**config.mk**
```make
export PLATFORM = sky130hd
export DESIGN_NAME = regfile_wr_demux
export DESIGN_NICKNAME = d
export VERILOG_FILES = /design/src/rtl/regfile_pkg.sv /design/src/rtl/regfile_wr_demux_dec.sv /design/src/rtl/regfile_wr_demux.sv
export SDC_FILE = /design/constraint.sdc
export NUM_CORES = 1
export LEC_CHECK = 0
export BUFFER_PORTS_ARGS = -buffer_cell sky130_fd_sc_hd__buf_2
export CORE_AREA = 4 4 430 432
export DETAILED_ROUTE_END_ITERATION = 12
export DIE_AREA = 0 0 434 436
export GPL_ROUTABILITY_DRIVEN = 0
export PLACE_DENSITY_LB_ADDON = 0.15
export SYNTH_ARGS = -nofsm -noshare
export SYNTH_HDL_FRONTEND = slang
export SYNTH_SLANG_ARGS = --single-unit
```
**constraint.sdc**
```tcl
create_clock -name clk -period 9.3 [get_ports clk]
set_input_delay 0.93 -clock clk [delete_from_list [all_inputs] [get_ports clk]]
set_output_delay 0.93 -clock clk [all_outputs]
set_load 0.01 [all_outputs]
```
**src/rtl/regfile_pkg.sv**
```systemverilog
// Shared types and constants for the integer register file write side.
// Imported by regfile_wr_demux and dec5to32.
package regfile_pkg;

    localparam int REG_COUNT  = 32;
    localparam int REG_ADDR_W = 5;
    localparam int XLEN       = 32;

    // One queued writeback: destination index and data.
    typedef struct packed {
        logic [REG_ADDR_W-1:0] addr;
        logic [XLEN-1:0]       data;
    } wq_entry_t;

endpackage

```
**src/rtl/regfile_wr_demux_dec.sv**
```systemverilog
// dec5to32: 5-bit index to 32-bit one-hot, all-zero when en is low.
// Ports: addr (index), en (gate), onehot (decoded bus).
module dec5to32
    import regfile_pkg::*;
(
    input  logic [REG_ADDR_W-1:0] addr,
    input  logic                  en,
    output logic [REG_COUNT-1:0]  onehot
);

    assign onehot = en ? (REG_COUNT'(1) << addr) : '0;

endmodule

```
**src/rtl/regfile_wr_demux.sv**
```systemverilog
// regfile_wr_demux: write side of the 32 x WIDTH register file with a
// 2-entry in-order writeback queue and one-hot commit steering.
// Ports: clk, rst_n (sync, active-low); wr_valid/wr_ready/wr_addr/wr_data
// request handshake; hold blocks commits; regs_flat exposes all registers;
// pending flags registers with queued writes; busy = queue not empty.
module regfile_wr_demux
    import regfile_pkg::*;
#(
    // Queue entries carry XLEN data bits, so WIDTH must not exceed XLEN.
    parameter int WIDTH = XLEN
) (
    input  logic                       clk,
    input  logic                       rst_n,
    input  logic                       wr_valid,
    output logic                       wr_ready,
    input  logic [REG_ADDR_W-1:0]      wr_addr,
    input  logic [WIDTH-1:0]           wr_data,
    input  logic                       hold,
    output logic [REG_COUNT*WIDTH-1:0] regs_flat,
    output logic [REG_COUNT-1:0]       pending,
    output logic                       busy
);

    logic [1:0]           count;
    logic                 head;
    logic                 tail;
    wq_entry_t            q [2];
    wq_entry_t            hd;
    logic [1:0]           qv;

    logic                 accept;
    logic                 enq;
    logic                 commit;

    logic [REG_COUNT-1:0] we;
    logic [REG_COUNT-1:0] pend0;
    logic [REG_COUNT-1:0] pend1;
    logic                 unused_we0;

    logic [WIDTH-1:0]     regs [1:REG_COUNT-1];

    // Ready depends on occupancy only, never on hold or a same-cycle commit.
    assign wr_ready = (count < 2'd2);
    assign busy     = (count != 2'd0);

    assign accept = wr_valid & wr_ready;
    // Writes to x0 complete the handshake but never occupy the queue.
    assign enq    = accept & (wr_addr != '0);
    assign commit = (count != 2'd0) & ~hold;

    assign hd = q[head];

    // Slot i is live when the queue is full, or holds the single entry.
    assign qv[0] = (count == 2'd2) | ((count == 2'd1) & ~head);
    assign qv[1] = (count == 2'd2) | ((count == 2'd1) & head);

    always_ff @(posedge clk) begin
        if (!rst_n) begin
            count <= 2'd0;
            head  <= 1'b0;
            tail  <= 1'b0;
            q[0]  <= '0;
            q[1]  <= '0;
        end else begin
            if (enq) begin
                q[tail] <= '{addr: wr_addr, data: XLEN'(wr_data)};
                tail    <= ~tail;
            end
            if (commit) begin
                head <= ~head;
            end
            case ({enq, commit})
                2'b10:   count <= count + 2'd1;
                2'b01:   count <= count - 2'd1;
                default: count <= count;
            endcase
        end
    end

    dec5to32 u_dec_commit (
        .addr   (hd.addr),
        .en     (commit),
        .onehot (we)
    );

    dec5to32 u_dec_pend0 (
        .addr   (q[0].addr),
        .en     (qv[0]),
        .onehot (pend0)
    );

    dec5to32 u_dec_pend1 (
        .addr   (q[1].addr),
        .en     (qv[1]),
        .onehot (pend1)
    );

    // x0 has no storage, so its enable and pending bit are meaningless.
    assign unused_we0 = we[0];
    assign pending    = (pend0 | pend1) & 32'hFFFF_FFFE;

    always_ff @(posedge clk) begin
        if (!rst_n) begin
            for (int i = 1; i < REG_COUNT; i++) begin
                regs[i] <= '0;
            end
        end else begin
            for (int i = 1; i < REG_COUNT; i++) begin
                if (we[i]) begin
                    regs[i] <= WIDTH'(hd.data);
                end
            end
        end
    end

    assign regs_flat[0 +: WIDTH] = '0;

    for (genvar g = 1; g < REG_COUNT; g++) begin : g_flat
        assign regs_flat[g*WIDTH +: WIDTH] = regs[g];
    end

endmodule

```
==> results by group, run 1 <==
Run status
  • Outcome: finished clean

Floorplan
  • FP Rows: 156
  • Initial Util: 23.4%
  • Die height: 436 microns
  • Core box area: 181000 sq um
  • DIE AREA: 189000 sq um
  • Ports: 1099
  • DIE WIDTH: 434 microns

Drt
  • # DRC: 0
  • Routed via count: 30800
  • WL/cell: 32.4 microns
  • Routed WL: 210000 microns
  • Via density: 4.77
  • Final ANT Viol Nets: 0
  • 1st-iter DRT viols: 2471
  • First drt pass iteration count: 5

Power
  • Sw frac: 34.6%
  • Leak: 0.0206 uW
  • Worst VDD drop: 0.195 mV
  • Power consumption: 13800 uW
  • Combinational Power Share: 21.4%
  • NetSw: 4770 uW
  • Internal power: 9000 uW
  • Sequential share of power: 41.9%
  • Clk pwr share: 36.7%
  • PD cells: 252 nW/um^2

Clock network
  • Worst-path clk slew: 0.06 ns
  • Root buf cell: clkbuf_16
  • Number of buffers created by CTS: 132
  • TritonCTS clock tree: done
  • CTS-repair resized insts: 0
  • Clock Path Buffers: 3
  • Hold_buf cts: 0
  • Sink Count: 1071
  • Clock latency on the worst-skew pair: 0.80 ns
  • Post-CTS setup buffer count: 0
  • CTS H-Tree Depth: 4

Timing
  • WHS: 0.455 ns
  • Max Slew Vio Count: 0
  • Slew HR: 15.0%
  • Unrepaired setup endpoints after global routing: false
  • Final Hold Fails: 0
  • Final min period: 4.19 ns
  • Final TNS setup: 0 ns
  • Worst slew pin tran: 1.27 ns
  • Peak Freq: 239 MHz
  • Setup-failing EPs final: 0
  • Clock Skew: 0.0410 ns
  • Final worst-path cycle share: 45.1%

Setup path
  • Critical path cell sequence: inv_1 > ha_1 > nor2b_1 > o211ai_1 > o22ai_1 > buf_2
  • Reg-to-Reg End: regs[0][93]$_SDFFCE_PN0P_
  • R2R setup slack: 5.49 ns
  • Delay-heaviest family, CP: compound AO/OA/AOI/OAI gates
  • Type of element capturing the critical path: output pin
  • Crit-path max FO: 8
  • Slowest stage delay, CP: 0.96 ns
  • CP max-delay cell: o211ai_1
  • WP data arrival: 3.26 ns
  • Worst setup path end: pending[21]
  • CP required: 8.37 ns
  • Crit path from: count[1]$_SDFFE_PN0P_
  • Path depth of the worst reg2reg path: 6
  • Critical setup path kind: flop to output pin
  • WP depth: 6
  • Crit path launch type: flop
  • Worst Path Buf+Inv: 2

Job
  • Max cap viols: 0

Yosys
  • Distinct cells, synth: 48
  • Mean Syn Cell Area: 14.2 sq um
  • Primary FF master, synth: edfxtp_1
  • Async set-reset flop share out of synthesis: 0%
  • Post-synth EDFFs: 1066
  • Post-synthesis compound-gate area fraction: 3.85%
  • Post-synthesis sequential area ratio: 76.0%
  • #FFs+latches synth: 1071
  • Largest family of logic cells by synthesized area: simple AND/OR/NAND/NOR gates
  • Synth warn: 0
  • Synth Area in Simple Gates: 15.8%
  • XOR/XNOR Fraction of Synth Area: 0.0622%
  • Post-Syn Instances: 2979
  • Mux contribution to synthesized area: 0.207%
  • Adder and majority gate portion of the synthesized area: 0.118%
  • Synthesized area: 42300 sq um

Global route
  • Initial antenna violation count: 45
  • Global-route wire length before repair: 277000 microns
  • Vias in the first global route: 30100
  • Total Routing Usage GR: 21.4%
  • Largest net degree at the start of global routing: 106
  • Grt total ovfl: 0

Finish
  • Final net count: 4028
  • Non-Filler Instances: 6469
  • Share of layout cells above drive strength 1: 34.9%
  • Layout area overhead: 29.5%
  • Fill count: 18500

Place
  • I/O Buffers: 1065
  • DP Wirelength: 145000 microns
  • Placed Instances: 6219

Worst hold path
  • Worst hold path class: input pin to flop
worst register-to-register path: stages, from the launching register on:
cell	delay, ns
dfxtp_4	0.81
mux2i_4	0.34
buf_4	0.68
o21ai_0	0.55
buf_4	0.31
o21ai_4	0.11
buf_4	0.53
layout by cell type, fill, tap and decap left out, types with 4 or more instances in the layout:
master	synthesis	layout
clkinv_8	0	5
and3b_1	69	69
buf_4	37	110
clkinv_2	0	13
nor2_1	389	388
nand2_1	37	35
o2111ai_4	0	4
dfxtp_1	5	4
nand3_1	10	8
buf_2	101	1064
clkbuf_16	0	134
bufinv_16	0	7
o211ai_1	74	74
ha_1	4	4
or3b_2	6	6
nand3b_1	8	8
o21ai_4	0	32
o32a_1	33	30
clkbuf_1	181	30
nor3b_1	36	36
o21a_1	32	32
clkinvlp_4	0	5
edfxtp_1	1066	1066
inv_6	0	5
inv_1	41	41
and3_1	97	97
diode_2	0	20
clkinv_1	0	24
conb_1	1	33
and2_1	12	12
nor3_1	483	483
nor4_1	129	129
o22ai_1	31	31
synthesized netlist by cell type (37+ instances only):
cell type,instances,share of area [%]
inv_1,41,0.36
nand2_1,37,0.33
nor4_1,129,1.9
edfxtp_1,1066,76
nor2_1,389,3.5
and3b_1,69,1.4
buf_2,101,1.2
and3_1,97,1.4
o211ai_1,74,1.3
clkbuf_1,181,1.6
nor3_1,483,5.7
buf_4,37,0.66
flip-flops by register name (all words and copies together), names as in the netlist, named ones only:
| register | flops |
|---|---|
| regs | 992 |
| q | 74 |
| count | 2 |
| head | 1 |
| tail | 1 |
per-stage QoR:
stage	cell area (sq um)	setup slack, ns	utilization, %
after floorplan	42400	4.84	-
after global placement	50500	5.36	28.0
after detailed placement	50500	5.36	28.0
after CTS	54700	5.09	30.3
after global routing	54700	5.00	30.3
final	54700	5.11	30.3
metal layers:
layer	vias to the layer above	track usage [%]	part of all wire (%)	routed length, microns
li1	13200	-	-	-
met1	16100	25.5	39	82600
met2	1174	36.8	50	104000
met3	346	5.06	6.4	13400
met4	6	8.91	4.6	9740
met5	-	0	0.021	44
power groups by stage:
stage	sequential [uW]	combinational [uW]	clock, uW
after CTS	5770	3010	5170
after global placement	5860	3000	0
final	5770	2940	5060
after global routing	5790	3080	5360
after detailed placement	5870	3010	0
after floorplan	5900	1280	0
kinds of logic after synthesis:
family	Yosys count
XOR/XNOR	3
adder cells (fa/ha/maj)	4
other	1
AO/OA/AOI/OAI	222
buffers and inverters	378
AND/OR/NAND/NOR	1292
flip-flops	1071
multiplexers	8
cell type report:
type | instances | area [sq um] | share of cell area (%)
inverter | 41 | 154 | 0.281
antenna | 20 | 50.0 | 0.0914
clock inverter | 66 | 676 | 1.23
timing repair buffer | 1175 | 6160 | 11.3
tap | 2370 | 2970 | 5.42
sequential | 1071 | 32100 | 58.7
clock buffer | 164 | 3470 | 6.33
multi-input combinational | 1562 | 9140 | 16.7
how the worst min path moves through the flow:
stage                                      from                     end  slack (ns)  cells past startpoint
final                               wr_data[18]  q[0][18]$_SDFFCE_PN0P_        0.45                      2
after detailed placement  count[0]$_SDFFE_PN0P_   count[0]$_SDFFE_PN0P_        0.60                      2
after floorplan               tail$_SDFFE_PN0P_       tail$_SDFFE_PN0P_        0.52                      2
after CTS                           wr_data[18]  q[0][18]$_SDFFCE_PN0P_        0.37                      2
after global placement    count[0]$_SDFFE_PN0P_   count[0]$_SDFFE_PN0P_        0.59                      2
after global routing                wr_data[18]  q[1][18]$_SDFFCE_PN0P_        0.41                      2
No activity file was read; power rests on OpenSTA's default activity.
==> inputs of run 2 (changes only) <==
--- a/config.mk
+++ b/config.mk
@@ -6,9 +6,9 @@
 export NUM_CORES = 1
 export LEC_CHECK = 0
 export BUFFER_PORTS_ARGS = -buffer_cell sky130_fd_sc_hd__buf_2
-export CORE_AREA = 4 4 430 432
+export CORE_AREA = 4 4 429 431
 export DETAILED_ROUTE_END_ITERATION = 12
-export DIE_AREA = 0 0 434 436
+export DIE_AREA = 0 0 433 435
 export GPL_ROUTABILITY_DRIVEN = 0
 export PLACE_DENSITY_LB_ADDON = 0.15
 export SYNTH_ARGS = -nofsm -noshare
==> constraint.sdc (replaced) <==
create_clock -name clk -period 3.7 [get_ports clk]
set_input_delay 0.37 -clock clk [delete_from_list [all_inputs] [get_ports clk]]
set_output_delay 0.37 -clock clk [all_outputs]
set_load 0.01 [all_outputs]
==> results by group, run 2 (same netlist as run 1, synthesis figures left out) <==
Setup path
  • Critical setup path kind: flop to output pin
  • Type of element capturing the critical path: output pin
  • WP data arrival: 2.94 ns (-0.32 ns)
  • Slowest stage delay, CP: 0.59 ns (-0.37 ns)
  • CP max-delay cell: o22ai_1
  • Crit path launch type: flop
  • CP required: 3.33 ns (-5.04 ns)
  • Critical path cell sequence: ha_1 > a21o_1 > nand3_1 > o22ai_1 > buf_2
  • Crit-path max FO: 8 (unchanged)

Clock network
  • CTS H-Tree Depth: 4 (unchanged)
  • Number of buffers created by CTS: 131 (-0.76%)
  • Post-CTS setup buffer count: 0 (unchanged)
  • TritonCTS clock tree: done
  • Sink Count: 1071 (unchanged)
  • Clock latency on the worst-skew pair: 0.79 ns (about the same)
  • CTS-repair resized insts: 0 (unchanged)
  • Hold_buf cts: 36 (+36)
  • Worst-path clk slew: 0.05 ns (about the same)
  • Root buf cell: clkbuf_16
  • Clock Path Buffers: 3 (unchanged)

Drt
  • Routed WL: 211000 microns (+0.52%)
  • Via density: 4.76 (-0.21%)
  • Final ANT Viol Nets: 0 (unchanged)
  • WL/cell: 32.3 microns (-0.51%)
  • Routed via count: 31100 (+0.82%)
  • First drt pass iteration count: 7 (+2)
  • # DRC: 0 (unchanged)
  • 1st-iter DRT viols: 2518 (+1.9%)

Timing
  • WHS: 0.127 ns (-0.328 ns)
  • Setup-failing EPs final: 0 (unchanged)
  • Max Slew Vio Count: 0 (unchanged)
  • Final worst-path cycle share: 89.4%
  • Clock Skew: 0.0319 ns (-0.00918 ns)
  • Unrepaired setup endpoints after global routing: false
  • Final Hold Fails: 0 (unchanged)
  • Worst slew pin tran: 1.24 ns (-0.0303 ns)
  • Slew HR: 17.0% (+2.0 points)
  • Peak Freq: 302 MHz
  • Final min period: 3.31 ns

Job
  • Max cap viols: 0 (unchanged)

Place
  • Placed Instances: 6259 (+0.64%)
  • I/O Buffers: 1065 (unchanged)
  • DP Wirelength: 147000 microns (+1.8%)

Worst hold path
  • Worst hold path class: input pin to flop

Floorplan
  • DIE WIDTH: 433 microns (-0.23%)
  • Die height: 435 microns (-0.23%)
  • Initial Util: 23.5% (+0.051 points)
  • FP Rows: 156 (unchanged)
  • Core box area: 180000 sq um (-0.22%)
  • DIE AREA: 188000 sq um (-0.46%)
  • Ports: 1099 (unchanged)

Power
  • Sequential share of power: 41.8% (about the same)
  • Clk pwr share: 35.9% (-0.8 points)
  • Leak: 0.0210 uW (+2.1%)
  • PD cells: 624 nW/um^2 (+150%)
  • Sw frac: 34.7% (about the same)
  • NetSw: 12000 uW (+150%)
  • Internal power: 22700 uW (+150%)
  • Combinational Power Share: 22.3% (+0.9 points)
  • Worst VDD drop: 0.381 mV (+95%)

Global route
  • Initial antenna violation count: 22 (-51%)
  • Global-route wire length before repair: 281000 microns (+1.6%)
  • GR Util met2: 36.8% (about the same)
  • Total Routing Usage GR: 21.7% (+0.34 points)
  • Grt met3 use: 6.20% (+1.1 points)
  • Grt total ovfl: 0 (unchanged)
  • Vias in the first global route: 31000 (+2.8%)
  • Met1 usage: 26.3% (+0.90 points)
  • Largest net degree at the start of global routing: 130 (+23%)
  • GRT Max-Usage Layer: met2

Finish
  • Non-Filler Instances: 6536 (+1.0%)
  • Fill count: 18400 (-0.23%)
  • Commonest non-fill, non-tap cell in the layout: edfxtp_1
  • Final net count: 4103 (+1.9%)
  • Top Registers: regs: 992 flops, q: 74 flops, count: 2 flops
  • Largest register FFs: 992 (unchanged)
  • Most frequent cells in the layout: edfxtp_1, buf_2, nor3_1
  • Share of layout cells above drive strength 1: 35.0% (+0.18 points)
  • Largest reg by FF count: regs
  • Layout area overhead: 31.5%

Run status
  • Outcome: finished clean
-- run 2: cell types whose count changed in the layout (fill, tap and decap cells not counted), sizes merged --
cell and change:
dlygate4sd3 +36, buf +39, clkinvlp -4, clkbuf +4, clkinv +5, inv +1
diode -12, bufinv -2
-- run 2: layer usage --
layer / up-vias / wire [microns]
li1: 13400 / -
met1: 16100 / 84200
met2: 1311 / 103000
met3: 298 / 15900
met4: 6 / 7690
met5: - / 41
-- run 2: through the flow --
stage	power, uW	util [%]	cell area, sq um	setup TNS (ns)	setup slack [ns]
floorplan	18100	-	42400	-61.73	-0.560
global placement	22600	28.4	51100	0	0.671
detailed placement	22600	28.4	51100	0	0.673
CTS	35200	30.8	55600	0	0.321
global route	36000	30.8	55600	0	0.196
finish	34700	30.8	55600	0	0.391
-- run 2: power by group through the flow --
stage	Sequential, uW	Clock (uW)	Combinational, uW
2_1_floorplan	14800	0	3240
3_3_place_gp	14700	0	7890
3_5_place_dp	14700	0	7890
4_1_cts	14500	12800	7940
5_1_grt	14500	13300	8160
6_report	14500	12500	7730
-- run 2: area by class of cell --
cell class	instances	area [sq um]	area share (%)
multi-input combinational	1562	9170	16.5
sequential	1071	32100	57.8
inverter	41	154	0.277
clock inverter	66	601	1.08
clock buffer	167	3460	6.22
antenna	8	20.0	0.0360
tap	2370	2970	5.34
timing repair buffer	1251	7090	12.8
-- run 2: critical path: cells and delay by family, from the launching register on --
family | cells | cell delay, ns
buf+inv | 1 | 0.22
compound gates | 2 | 0.76
fa+ha+maj | 1 | 0.32
flops | 1 | 0.42
simple gates | 1 | 0.43
-- run 2: worst paths after layout --
kind / to / slack (ns) / startpoint / depth (start not counted)
worst max-delay path: pending[20] / 0.39 / count[1]$_SDFFE_PN0P_ / 5
worst min-delay path: q[0][35]$_SDFFCE_PN0P_ / 0.13 / wr_valid / 3
worst max register to register: regs[0][935]$_SDFFCE_PN0P_ / 0.68 / flop / 5
worst min register to register: count[0]$_SDFFE_PN0P_ / 0.61 / count[0]$_SDFFE_PN0P_ / 2
